**config.mk**
```make
export PLATFORM = sky130hd
export DESIGN_NAME = regfile_dump
export DESIGN_NICKNAME = d
export VERILOG_FILES = /design/src/rtl/regfile_dump_pkg.sv /design/src/rtl/regfile_dump.sv
export SDC_FILE = /design/constraint.sdc
export NUM_CORES = 1
export LEC_CHECK = 0
export ABC_CLOCK_PERIOD_IN_PS = 3600
export CORE_MARGIN = 10
export CORE_UTILIZATION = 43
export DETAILED_ROUTE_END_ITERATION = 8
export HOLD_SLACK_MARGIN = 0.05
export PLACE_DENSITY = 0.84
export SLEW_MARGIN = 25
export SYNTH_ARGS = -nofsm -noshare
export SYNTH_HDL_FRONTEND = slang
export SYNTH_SLANG_ARGS = --single-unit
```
**constraint.sdc**
```tcl
create_clock -name Clk -period 3.6 [get_ports Clk]
set_clock_uncertainty 0.05 [all_clocks]
set_input_delay 0.36 -clock Clk [delete_from_list [all_inputs] [get_ports Clk]]
set_output_delay 0.36 -clock Clk [all_outputs]
set_load 0.03 [all_outputs]
```
**src/rtl/regfile_dump_pkg.sv**
```systemverilog
// Shared FSM state encodings and constants for the register-file dump reader.
package regfile_dump_pkg;

  typedef enum logic [2:0] {
    ST_IDLE      = 3'd0,
    ST_HALT_WAIT = 3'd1,
    ST_LOAD      = 3'd2,
    ST_SEND      = 3'd3,
    ST_FIN       = 3'd4
  } state_e;

  // Index reported on the beat that carries the program counter.
  localparam logic [5:0] DUMP_PC_INDEX = 6'd32;

endpackage

```
**src/rtl/regfile_dump.sv**
```systemverilog
// Debug reader: halts the core, then streams every register as an (index, data) beat.
// Optional build macro REGFILE_DUMP_PC_EN appends a final beat carrying the PC.
module regfile_dump
  import regfile_dump_pkg::*;
#(
  parameter int NREG       = 32,
  parameter int AW         = 5,
  parameter int DW         = 32,
  parameter int INCLUDE_R0 = 1
) (
  input  logic          Clk,
  input  logic          Reset,
  input  logic          Start,
  input  logic          Abort,
  output logic          HaltReq,
  input  logic          HaltAck,
  output logic [AW-1:0] RdAddr,
  input  logic [DW-1:0] RdData,
  input  logic [DW-1:0] PC,
  output logic          OutValid,
  input  logic          OutReady,
  output logic [AW:0]   OutIndex,
  output logic [DW-1:0] OutData,
  output logic          OutLast,
  output logic          Busy,
  output logic          Done
);

  localparam int IW = AW + 1;
  localparam logic [IW-1:0] FIRST_IDX = (INCLUDE_R0 != 0) ? {IW{1'b0}} : IW'(1'b1);
  localparam logic [IW-1:0] REG_LAST  = IW'(NREG - 1);
`ifdef REGFILE_DUMP_PC_EN
  localparam logic [IW-1:0] PC_IDX    = IW'(DUMP_PC_INDEX);
  localparam logic [IW-1:0] LAST_IDX  = PC_IDX;
`else
  localparam logic [IW-1:0] LAST_IDX  = REG_LAST;
`endif

  state_e        state_q;
  logic [IW-1:0] idx_q;
  logic [AW-1:0] rd_addr_q;
  logic          halt_req_q;
  logic          out_valid_q;
  logic [IW-1:0] out_index_q;
  logic [DW-1:0] out_data_q;
  logic          out_last_q;
  logic          busy_q;
  logic          done_q;

  logic          accept_s;
  logic [IW-1:0] next_idx_s;
  logic [DW-1:0] load_data_s;

`ifndef REGFILE_DUMP_PC_EN
  logic unused_pc_s;
  assign unused_pc_s = ^PC;
`endif

  // Handshake decode, next scan index and the value captured in LOAD.
  always_comb begin
    accept_s   = (state_q == ST_SEND) && out_valid_q && OutReady;
    next_idx_s = idx_q + IW'(1'b1);
    if (idx_q == {IW{1'b0}}) begin
      load_data_s = {DW{1'b0}};
    end else begin
      load_data_s = RdData;
    end
`ifdef REGFILE_DUMP_PC_EN
    if (idx_q == REG_LAST) begin
      next_idx_s = PC_IDX;
    end else begin
      next_idx_s = idx_q + IW'(1'b1);
    end
    if (idx_q == PC_IDX) begin
      load_data_s = PC;
    end else begin
      load_data_s = load_data_s;
    end
`endif
  end

  // Dump FSM with the scan counter and all registered outputs.
  always_ff @(posedge Clk or posedge Reset) begin
    if (Reset) begin
      state_q     <= ST_IDLE;
      idx_q       <= {IW{1'b0}};
      rd_addr_q   <= {AW{1'b0}};
      halt_req_q  <= 1'b0;
      out_valid_q <= 1'b0;
      out_index_q <= {IW{1'b0}};
      out_data_q  <= {DW{1'b0}};
      out_last_q  <= 1'b0;
      busy_q      <= 1'b0;
      done_q      <= 1'b0;
    end else if (Abort) begin
      // Cancel wins over everything, including a pending beat and a same-cycle Start.
      state_q     <= ST_IDLE;
      idx_q       <= {IW{1'b0}};
      rd_addr_q   <= {AW{1'b0}};
      halt_req_q  <= 1'b0;
      out_valid_q <= 1'b0;
      out_last_q  <= 1'b0;
      busy_q      <= 1'b0;
      done_q      <= 1'b0;
    end else begin
      case (state_q)
        ST_IDLE: begin
          done_q <= 1'b0;
          if (Start) begin
            state_q    <= ST_HALT_WAIT;
            idx_q      <= FIRST_IDX;
            halt_req_q <= 1'b1;
            busy_q     <= 1'b1;
          end
        end
        ST_HALT_WAIT: begin
          if (HaltAck) begin
            state_q   <= ST_LOAD;
            rd_addr_q <= idx_q[AW-1:0];
          end
        end
        ST_LOAD: begin
          out_data_q  <= load_data_s;
          out_index_q <= idx_q;
          out_last_q  <= (idx_q == LAST_IDX);
          out_valid_q <= 1'b1;
          state_q     <= ST_SEND;
        end
        ST_SEND: begin
          if (accept_s) begin
            out_valid_q <= 1'b0;
            if (out_last_q) begin
              state_q   <= ST_FIN;
              rd_addr_q <= {AW{1'b0}};
              done_q    <= 1'b1;
            end else begin
              state_q   <= ST_LOAD;
              idx_q     <= next_idx_s;
              rd_addr_q <= next_idx_s[AW-1:0];
            end
          end
        end
        ST_FIN: begin
          state_q    <= ST_IDLE;
          halt_req_q <= 1'b0;
          busy_q     <= 1'b0;
          done_q     <= 1'b0;
        end
        default: begin
          state_q     <= ST_IDLE;
          idx_q       <= {IW{1'b0}};
          rd_addr_q   <= {AW{1'b0}};
          halt_req_q  <= 1'b0;
          out_valid_q <= 1'b0;
          out_last_q  <= 1'b0;
          busy_q      <= 1'b0;
          done_q      <= 1'b0;
        end
      endcase
    end
  end

  assign HaltReq  = halt_req_q;
  assign RdAddr   = rd_addr_q;
  assign OutValid = out_valid_q;
  assign OutIndex = out_index_q;
  assign OutData  = out_data_q;
  assign OutLast  = out_last_q;
  assign Busy     = busy_q;
  assign Done     = done_q;

endmodule

```
==> flow_metrics.tcl <==
set metrics [dict create \
    status "finished clean" \
    viasPerCell 5.386 \
    fmax_mhz 463.5 \
    setup_viol 0 \
    reg2regPathDepth 6 \
    syn_area_per_cell_um2 11.79 \
    path_depth 7 \
    seq_area_um2 1401 \
    drcViolationCount 0 \
    syn_nets 283 \
    cts_resized 0 \
    antenna_found_initial 0 \
    drive_above_1_share 0.09622 \
    fin_crit_sh 0.5993 \
    startpoint "Abort" \
    multiInputGateArea_um2 943.4 \
    ys_types 47 \
    synth_ff_type "dfrtp_1" \
    dr.first_iter.drc_count 74 \
    endpoint "OutData[19]" \
    h-tree-depth 2 \
    clock_latency_ns 0.31 \
    r2r-end "OutData[19]" \
    coreArea_um2 5574 \
    startpoint_type "input port" \
    firstDrtPassIters 5 \
    r2r_slack_ns 1.52 \
    rsz0062_at_grt "false" \
    path_clk_slew_ns 0.10 \
    ys_warn_count 0 \
    place_ws_ns 1.117 \
    nFillCells 457 \
    fin_util 0.6155 \
    area_growth_pct 37.86 \
    crit_path_max_incr_delay_ns 0.59 \
    power.leakage_uw 0.001485 \
    whs_path_depth 2 \
    cts_tree "done" \
    io_buffers 85 \
    slowest_stage "clkdlybuf4s50_1" \
    die_w_um 96.08 \
    ant_nets 0 \
    track_usage 0.1367 \
    start_util 0.4465 \
    cellPowerDensity_nw_per_um2 324.0 \
    async_reset_ff_frac 1.000 \
    r2r_start "state_q[2]" \
    num_rows 27 \
    peakVddDrop_mv 0.1513 \
    diodes 0 \
    ys_ff_latch 56 \
    worstPathRequired_ns 3.80 \
    synth-edff-count 0 \
    crit_buf_inv 3 \
    hpwl_mm 4.770 \
    grt_max_degree 43 \
    path_max_fanout 42 \
    routed_wl_mm 6.327 \
    dieHeight_um 96.08 \
    cts_setup_buffers 0 \
    synth_area_um2 2489 \
    numCtsBuffers 5 \
    via_count 1955 \
    cap_violations 0 \
    crit_top_cell "buf_4" \
    max_slew_margin 0.4690 \
    clk_path_buf_depth 2 \
    hold_class "flip-flop to flip-flop" \
    gp_congestion 0.8233 \
    critPathTopFamily "buffers and inverters" \
    hold_buffers 0 \
    grt_first_pass_wirelength_mm 9.936 \
    cts.sink_count 56 \
    global_route.overflow_total 0 \
    timing.final.ws_setup_ns 1.442 \
    worstPathCellList "clkdlybuf4s50_1 -> nor2_4 -> nand3_4 -> buf_4 -> a31oi_4 -> buf_4 -> a22o_1" \
    end_kind "flip-flop" \
    nets 362 \
    wire_per_inst_um 17.43 \
    ys_seq_area_frac 0.5631 \
    final_hold_viol_count 0 \
    root_buffer "clkbuf_8" \
    synth_cells 211 \
    ios 118 \
    dieArea_um2 9230 \
    cp.arrival_ns 2.36 \
    slew_violations 0 \
    fin_crit_ns 2.158 \
    tns_ns 0 \
    finalPower_uw 1112 \
    tightest_slew_ns 0.7954 \
    grt_pass1_vias 1974 \
    crit_type "input port to flip-flop" \
]
cell usage in the layout (no fill, tap or decap), drive strengths merged, types with 2 or more instances in the layout:
master / count
a21oi: 9
a22o: 32
and3: 3
buf: 3
clkbuf: 6
clkdlybuf4s50: 85
dfrtp: 56
ha: 2
inv: 9
mux2: 4
mux2i: 2
nand2: 11
nand2b: 3
nand3: 8
nor2: 11
nor3: 6
o21a: 2
o21ai: 14
o22a: 3
o311a: 2
or3: 2
report_power, final:
group | total [uW] | switching [uW] | internal (uW) | leakage (uW)
registers | 651 | 15.7 | 635 | 0.000779
clock network | 338 | 199 | 139 | 0.0000414
logic | 123 | 60.3 | 62.9 | 0.000665
cell families (layout without fill, tap and decap cells):
kind of cell	count (synthesis)	after routing	share of synthesized area
flip-flops	56	56	0.5631
AND/OR/NAND/NOR	50	50	0.1136
multiplexers	6	6	0.02765
AO/OA/AOI/OAI	72	72	0.2278
adder cells (fa/ha/maj)	2	2	0.01005
buffers and inverters	25	105	0.05781
area by class of cell:
type	count	share of cell area
Timing Repair Buffer	88	0.2546
Clock inverter	2	0.004741
Multi-Input combinational cell	130	0.2750
Sequential cell	56	0.4085
Tap cell	72	0.02626
Clock buffer	6	0.02115
Inverter	9	0.009847
routing by layer:
layer / share of wire / vias to the layer above / GRT usage
li1: - / 932 / -
met1: 0.45 / 948 / 0.1770
met2: 0.45 / 70 / 0.2169
met3: 0.087 / 5 / 0.03424
met4: 0.011 / 0 / 0.04791
met5: 0 / - / 0
state kept, by name (all words and copies together) (netlist names):
signal and count:
Busy 1, Done 1, OutData 32, OutIndex 6, OutLast 1, OutValid 1
RdAddr 5, idx_q 6, state_q 3
stage by stage:
stage          hold WS, ns  instance area, um2  std cells
3_3_place_gp        0.4061                3342        355
5_1_grt             0.4582                3431        363
4_1_cts             0.4406                3431        363
3_5_place_dp        0.4158                3342        355
2_1_floorplan       0.4426                2489        211
6_report            0.4316                3431        363
cell usage after synthesis, types with 2 or more instances:
cell      count  area [um2]
a21oi_1       9       45.04
a22o_1       32       280.3
and3_1        2       12.51
buf_2         4       20.02
buf_4         4       30.03
buf_6         4       45.04
clkbuf_1      4       15.01
dfrtp_1      56        1401
ha_1          2       25.02
inv_1         8       30.03
mux2_2        3       33.78
mux2i_1       2       20.02
nand2_1      11       41.29
nand2b_1      2       12.51
nand3_1       6       30.03
nor2_1       10       37.54
nor3_1        6       30.03
o21a_1        2       15.01
o21ai_0      13       65.06
o22a_1        3       26.28
or3_1         2       12.51
worst min path at each step:
stage          slack [ns]  startpoint           to
2_1_floorplan        0.44  RdData[24]  OutData[24]
3_3_place_gp         0.41   RdAddr[0]    RdAddr[0]
3_5_place_dp         0.42   RdAddr[0]    RdAddr[0]
4_1_cts              0.44   RdAddr[0]    RdAddr[0]
5_1_grt              0.46   RdAddr[0]    RdAddr[0]
6_report             0.43   RdAddr[0]    RdAddr[0]
tightest hold or removal path: stages (launching register included):
cell	delay (ns)
dfrtp_1	0.35
nand2_1	0.05
nand2_1	0.05
(Power assumes the default switching activity.)
